--- src/rtl/slot_game_ctrl_pkg.sv ---
// Shared definitions for the slot machine game sequencer: state encoding and default widths.
package slot_game_ctrl_pkg;

    typedef enum logic [1:0] {
        S_IDLE    = 2'd0,
        S_SPIN    = 2'd1,
        S_EVAL    = 2'd2,
        S_CASHOUT = 2'd3
    } state_t;

    localparam int DEF_CREDIT_W = 8;
    localparam int DEF_BET      = 1;
    localparam int DEF_NREEL    = 9;

endpackage

--- src/rtl/slot_edge_det.sv ---
// Vector rising-edge detector; one registered stage, history cleared by synchronous reset.
module slot_edge_det #(
    parameter int W = 1
) (
    input  logic         clk,
    input  logic         clr,
    input  logic [W-1:0] d,
    output logic [W-1:0] rise
);

    logic [W-1:0] d_q;

    // History resets low so an input already high at reset release yields one edge.
    always_ff @(posedge clk) begin
        if (clr) begin
            d_q  <= '0;
            rise <= '0;
        end else begin
            d_q  <= d;
            rise <= d & ~d_q;
        end
    end

endmodule

--- src/rtl/slot_game_ctrl.sv ---
// Slot machine game sequencer: credit accounting, reel spin/stop control, evaluation handshake
// and hopper cash-out.
module slot_game_ctrl
    import slot_game_ctrl_pkg::*;
#(
    parameter int CREDIT_W     = DEF_CREDIT_W,
    parameter int MAX_CREDIT   = 255,
    parameter int BET          = DEF_BET,
    parameter int NREEL        = DEF_NREEL,
    parameter int STOP_TIMEOUT = 1000
) (
    input  logic                clk,
    input  logic                clr,
    input  logic                coin_in,
    input  logic                start_btn,
    input  logic                cashout_btn,
    input  logic [NREEL-1:0]    stop_btn,
    input  logic                eval_done,
    input  logic [CREDIT_W-1:0] win_amt,
    input  logic                hopper_rdy,
    output logic [NREEL-1:0]    reel_spin,
    output logic                eval_req,
    output logic                coin_out,
    output logic                coin_reject,
    output logic [CREDIT_W-1:0] credit,
    output logic                busy
);

    localparam int TMR_W = (STOP_TIMEOUT > 1) ? $clog2(STOP_TIMEOUT) : 1;
    localparam logic [TMR_W-1:0]    TMR_LAST = TMR_W'(STOP_TIMEOUT - 1);
    localparam logic [CREDIT_W-1:0] MAX_C    = CREDIT_W'(MAX_CREDIT);
    localparam logic [CREDIT_W-1:0] BET_C    = CREDIT_W'(BET);
    localparam logic [CREDIT_W-1:0] ONE_C    = CREDIT_W'(1);

    // Sum is formed one bit wider so a wrap can never hide an overflow before clamping.
    function automatic logic [CREDIT_W-1:0] sat_add(
        input logic [CREDIT_W-1:0] a,
        input logic [CREDIT_W-1:0] b,
        input logic                c
    );
        logic [CREDIT_W:0] s;
        s = {1'b0, a} + {1'b0, b} + {{CREDIT_W{1'b0}}, c};
        if (s > {1'b0, MAX_C})
            return MAX_C;
        return s[CREDIT_W-1:0];
    endfunction

    logic [NREEL+2:0] rise;
    logic             coin_e;
    logic             start_e;
    logic             cash_e;
    logic [NREEL-1:0] stop_e;

    slot_edge_det #(.W(NREEL + 3)) u_edge (
        .clk  (clk),
        .clr  (clr),
        .d    ({coin_in, start_btn, cashout_btn, stop_btn}),
        .rise (rise)
    );

    assign coin_e  = rise[NREEL+2];
    assign start_e = rise[NREEL+1];
    assign cash_e  = rise[NREEL];
    assign stop_e  = rise[NREEL-1:0];

    state_t              state, state_nx;
    logic [TMR_W-1:0]    timer, timer_nx;
    logic [CREDIT_W-1:0] credit_nx;
    logic [NREEL-1:0]    reel_nx;
    logic                eval_req_nx;
    logic                coin_out_nx;
    logic                coin_reject_nx;
    logic                busy_nx;

    always_ff @(posedge clk) begin
        if (clr) begin
            state       <= S_IDLE;
            timer       <= '0;
            credit      <= '0;
            reel_spin   <= '0;
            eval_req    <= 1'b0;
            coin_out    <= 1'b0;
            coin_reject <= 1'b0;
            busy        <= 1'b0;
        end else begin
            state       <= state_nx;
            timer       <= timer_nx;
            credit      <= credit_nx;
            reel_spin   <= reel_nx;
            eval_req    <= eval_req_nx;
            coin_out    <= coin_out_nx;
            coin_reject <= coin_reject_nx;
            busy        <= busy_nx;
        end
    end

    always_comb begin
        state_nx       = state;
        timer_nx       = timer;
        credit_nx      = credit;
        reel_nx        = reel_spin;
        eval_req_nx    = eval_req;
        coin_out_nx    = 1'b0;
        coin_reject_nx = 1'b0;

        // Coins are credited in every state but CASHOUT; branches below may override.
        if (coin_e && state != S_CASHOUT)
            credit_nx = sat_add(credit, '0, 1'b1);

        case (state)
            S_IDLE: begin
                if (cash_e && credit != '0) begin
                    state_nx = S_CASHOUT;
                end else if (start_e && credit >= BET_C) begin
                    credit_nx = credit - BET_C + {{(CREDIT_W-1){1'b0}}, coin_e};
                    reel_nx   = '1;
                    timer_nx  = '0;
                    state_nx  = S_SPIN;
                end
            end
            S_SPIN: begin
                timer_nx = timer + TMR_W'(1);
                if (reel_spin == '0) begin
                    eval_req_nx = 1'b1;
                    state_nx    = S_EVAL;
                end else if (timer == TMR_LAST) begin
                    reel_nx = '0;
                end else begin
                    reel_nx = reel_spin & ~stop_e;
                end
            end
            S_EVAL: begin
                if (eval_done) begin
                    credit_nx   = sat_add(credit, win_amt, coin_e);
                    eval_req_nx = 1'b0;
                    state_nx    = S_IDLE;
                end
            end
            S_CASHOUT: begin
                coin_reject_nx = coin_e;
                // Gating on coin_out keeps dispense pulses at least one idle cycle apart.
                if (hopper_rdy && credit != '0 && !coin_out) begin
                    coin_out_nx = 1'b1;
                    credit_nx   = credit - ONE_C;
                end else if (credit == '0 && !coin_out) begin
                    state_nx = S_IDLE;
                end
            end
            default: state_nx = S_IDLE;
        endcase

        busy_nx = (state_nx != S_IDLE);
    end

endmodule

--- config.mk ---
export PLATFORM = sky130hd
export DESIGN_NAME = slot_game_ctrl
export DESIGN_NICKNAME = d
export VERILOG_FILES = /design/src/rtl/slot_game_ctrl_pkg.sv /design/src/rtl/slot_edge_det.sv /design/src/rtl/slot_game_ctrl.sv
export SDC_FILE = /design/constraint.sdc
export NUM_CORES = 1
export LEC_CHECK = 0
export ABC_AREA = 1
export BUFFER_PORTS_ARGS = -buffer_cell sky130_fd_sc_hd__buf_2
export CORE_MARGIN = 2
export CORE_UTILIZATION = 46
export CTS_BUF_LIST = sky130_fd_sc_hd__clkbuf_4 sky130_fd_sc_hd__clkbuf_8 sky130_fd_sc_hd__clkbuf_16
export CTS_CLUSTER_DIAMETER = 40
export CTS_CLUSTER_SIZE = 8
export DETAILED_ROUTE_END_ITERATION = 7
export PLACE_DENSITY = 0.63
export RECOVER_POWER = 50
export SETUP_SLACK_MARGIN = 0.15
export SLEW_MARGIN = 5
export SYNTH_ARGS = -nofsm -noshare
export SYNTH_HDL_FRONTEND = slang
export SYNTH_HIERARCHICAL = 1
export SYNTH_SLANG_ARGS = --single-unit
--- constraint.sdc ---
create_clock -name clk -period 3.2 [get_ports clk]
set_input_delay 0.64 -clock clk [delete_from_list [all_inputs] [get_ports clk]]
set_output_delay 0.64 -clock clk [all_outputs]
set_load 0.01 [all_outputs]
==> impl_results.md <==
- Run status: finished clean
- Fin crit period: 2460 ps
- Die Span Y: 90.4 um
- Clk network pwr share: 22.2%
- Largest cells by area after synthesis: dfxtp_1 (33%), nand2_1 (14%), inv_1 (7.1%)
- Root Buffer: clkbuf_8
- F_max: 406 MHz
- Remaining global-route overflow: 0
- Die ar.: 8180 um2
- Post-CTS Hold Fix Bufs: 0
- Yosys warns: 6
- Switch share: 46.4%
- CTS Sinks: 57
- CTS max path bufs: 2
- Leading cell types in the layout, fill and taps excluded: nand2_1 (127), inv_1 (66), nor2_1 (57), dfxtp_1 (57)
- Worst slew margin: 40.2%
- Seq cells post-synth: 57
- All-layer global routing usage: 22.7%
- Worst-Skew Late Latency: 340 ps
- Post-route ant nets: 0
- Avg Cell Area, Syn: 6.73 um2
- Worst-path clk slew: 80 ps
- Cell variety after synth: 36
- Crit start category: register
- Sequential share of the synthesized area: 33.2%
- Share of power burned in registers: 28.4%
- Antenna diodes: 0
- Logic pwr share: 49.4%
- Footprint of the multi-input gates: 1960 um2
- Avg Vias per Cell: 4.99
- Layout net count: 600
- DR DRC count: 0
- Area Growth Syn to Fin: 14.6%
- Vias: 3312
- CTS tree: done
- DP HPWL: 6.74 mm
- IO Port Bufs: 44
- Initial drt markers: 210
- Worst-path cell chain: clkbuf_1 -> fa_1 -> fa_1 -> nand3_1 -> nand2_1 -> nand4_1 -> nand2_1 -> inv_1 -> nand2_1 -> nand2_1 -> nand3_1 -> nor2_1 -> nor2_1
- # IOs: 45
- Mapped Cells: 511
- Setup-failing EPs final: 0
- Filler Cell Count: 760
- # Post-CTS Setup Buffers: 0
- Kind of critical path: register to register
- Yosys top cell area share: 33.2%
- Lkg Pwr: 1.87 nW
- Worst Path Required: 3440 ps
- CTS Buf Count: 9
- Seq. cell area: 1140 um2
- Endpoint class of the critical path: register
- Core area: 7250 um2
- Die Wd: 90.4 um
- Hold Path Class: register to register
- Pint: 1.84 mW
- Slew @ Worst Pin: 890 ps
- DRT Pass-1 Iters: 4
- Layout cells sized above 1: 13.8%
- RSZ-0062 raised after global routing: no
- Post-synth top area cell: dfxtp_1
- Layout Utilization: 54.3%
- Mapped Area: 3440 um2
- Starting Density: 47.4%
- Most common cell after layout, fill and taps aside: nand2_1
- H-tree levels: 3
- Slowest-stage cell, CP: fa_1
- Final Hold Vio Count: 0
- WP data arrival: 2700 ps
- Initial antenna violation count: 0
- Vias in the first global route: 3022
- Global-route wire length before repair: 14.8 mm
- Syn_nets: 551
- Period utilisation layout: 76.9%
- Wirelength per Cell: 13.1 um
- Routed wire length: 8.69 mm
- Std cell rows: 31
- Power density over cell area: 872 nW/um2
- Post-CTS sizing: 0
- Largest net degree at the start of global routing: 20
- Max-Cap Viols: 0
- Max Slew Vio Count: 0
- CP max stage delay: 510 ps
- Final setup TNS: 0 ps
- Crit path top cell by count: nand2_1
- VDD IR max: 0.000507 V
- Switch Pwr: 1.59 mW
- GPL Wtd Cong: 0.906
- CP max FO: 7
- Layout Skew: 11.1 ps
==> state kept, by name, summed over array words and instances, names as in the netlist <==
signal       count
credit           8
busy             1
coin_out         1
coin_reject      1
eval_req         1
reel_spin        9
u_edge/rise     12
u_edge/d_q      12
timer           10
state            2
==> area by class of cell <==
class                           instances  area share (%)
Clock buffer                            9            3.14
Inverter                               72            6.86
Timing Repair Buffer                   47            5.62
Multi-Input combinational cell        373            49.7
Clock inverter                          7            2.57
Tap cell                               99            3.14
Sequential cell                        57            29.0
==> worst paths after layout <==
path,slack [ps],cells past startpoint,startpoint,to
min reg2reg,380,1,u_edge/d_q[10],u_edge/rise[10]
max reg2reg,740,13,credit[0],credit[5]
max,740,13,credit[0],credit[5]
min,380,1,u_edge/d_q[10],u_edge/rise[10]
==> synth_stat cells, drive strengths merged <==
master / count
or2: 1
xor2: 4
o21a: 2
o211a: 1
buf: 5
a21oi: 41
clkbuf: 4
nand2: 134
nand3b: 1
o22ai: 2
nor3: 7
nor2: 67
xnor2: 7
nand3: 42
a41oi: 1
fa: 2
inv: 72
ha: 14
o21ai: 31
nor4: 1
nor3b: 1
nand4: 10
a211oi: 1
dfxtp: 57
o211ai: 3
==> critical path, delay by kind of cell (launching register included) <==
family                     cells  cell delay, ps
adders and majority gates      2             950
and+or+nand+nor                9             730
buffers and inverters          2             370
DFF                            1             310
==> per-stage QoR <==
step,cell area (um2),cells,worst slack [ps],hold WS (ps),power [mW]
floorplan,3440,511,825,367,2.29
global placement,3740,648,583,371,2.70
detailed placement,3740,648,527,377,2.70
CTS,3960,664,808,381,3.47
global route,3940,664,476,380,3.75
finish,3940,664,739,375,3.44
==> power groups by stage <==
stage	logic (mW)	clock network, mW	registers, mW
5_1_grt	1.94	0.812	0.994
3_3_place_gp	1.70	0	0.991
2_1_floorplan	1.33	0	0.961
4_1_cts	1.72	0.779	0.976
3_5_place_dp	1.71	0	0.993
6_report	1.70	0.762	0.977
==> layer usage <==
layer  track usage [%]  vias up  routed length (um)
met5                 0        -                   0
met4              6.41        0                  89
met3              6.43        7                 613
met2              35.5       86                3920
met1              30.6     1469                4070
li1                  -     1750                   -
==> logic make-up after synthesis <==
group	share of synthesized area, %
compound gates	13.6
simple gates	34.3
fa+ha+maj	6.26
buf+inv	9.83
flops	33.2
xor+xnor	2.80
(Power assumes the default switching activity.)
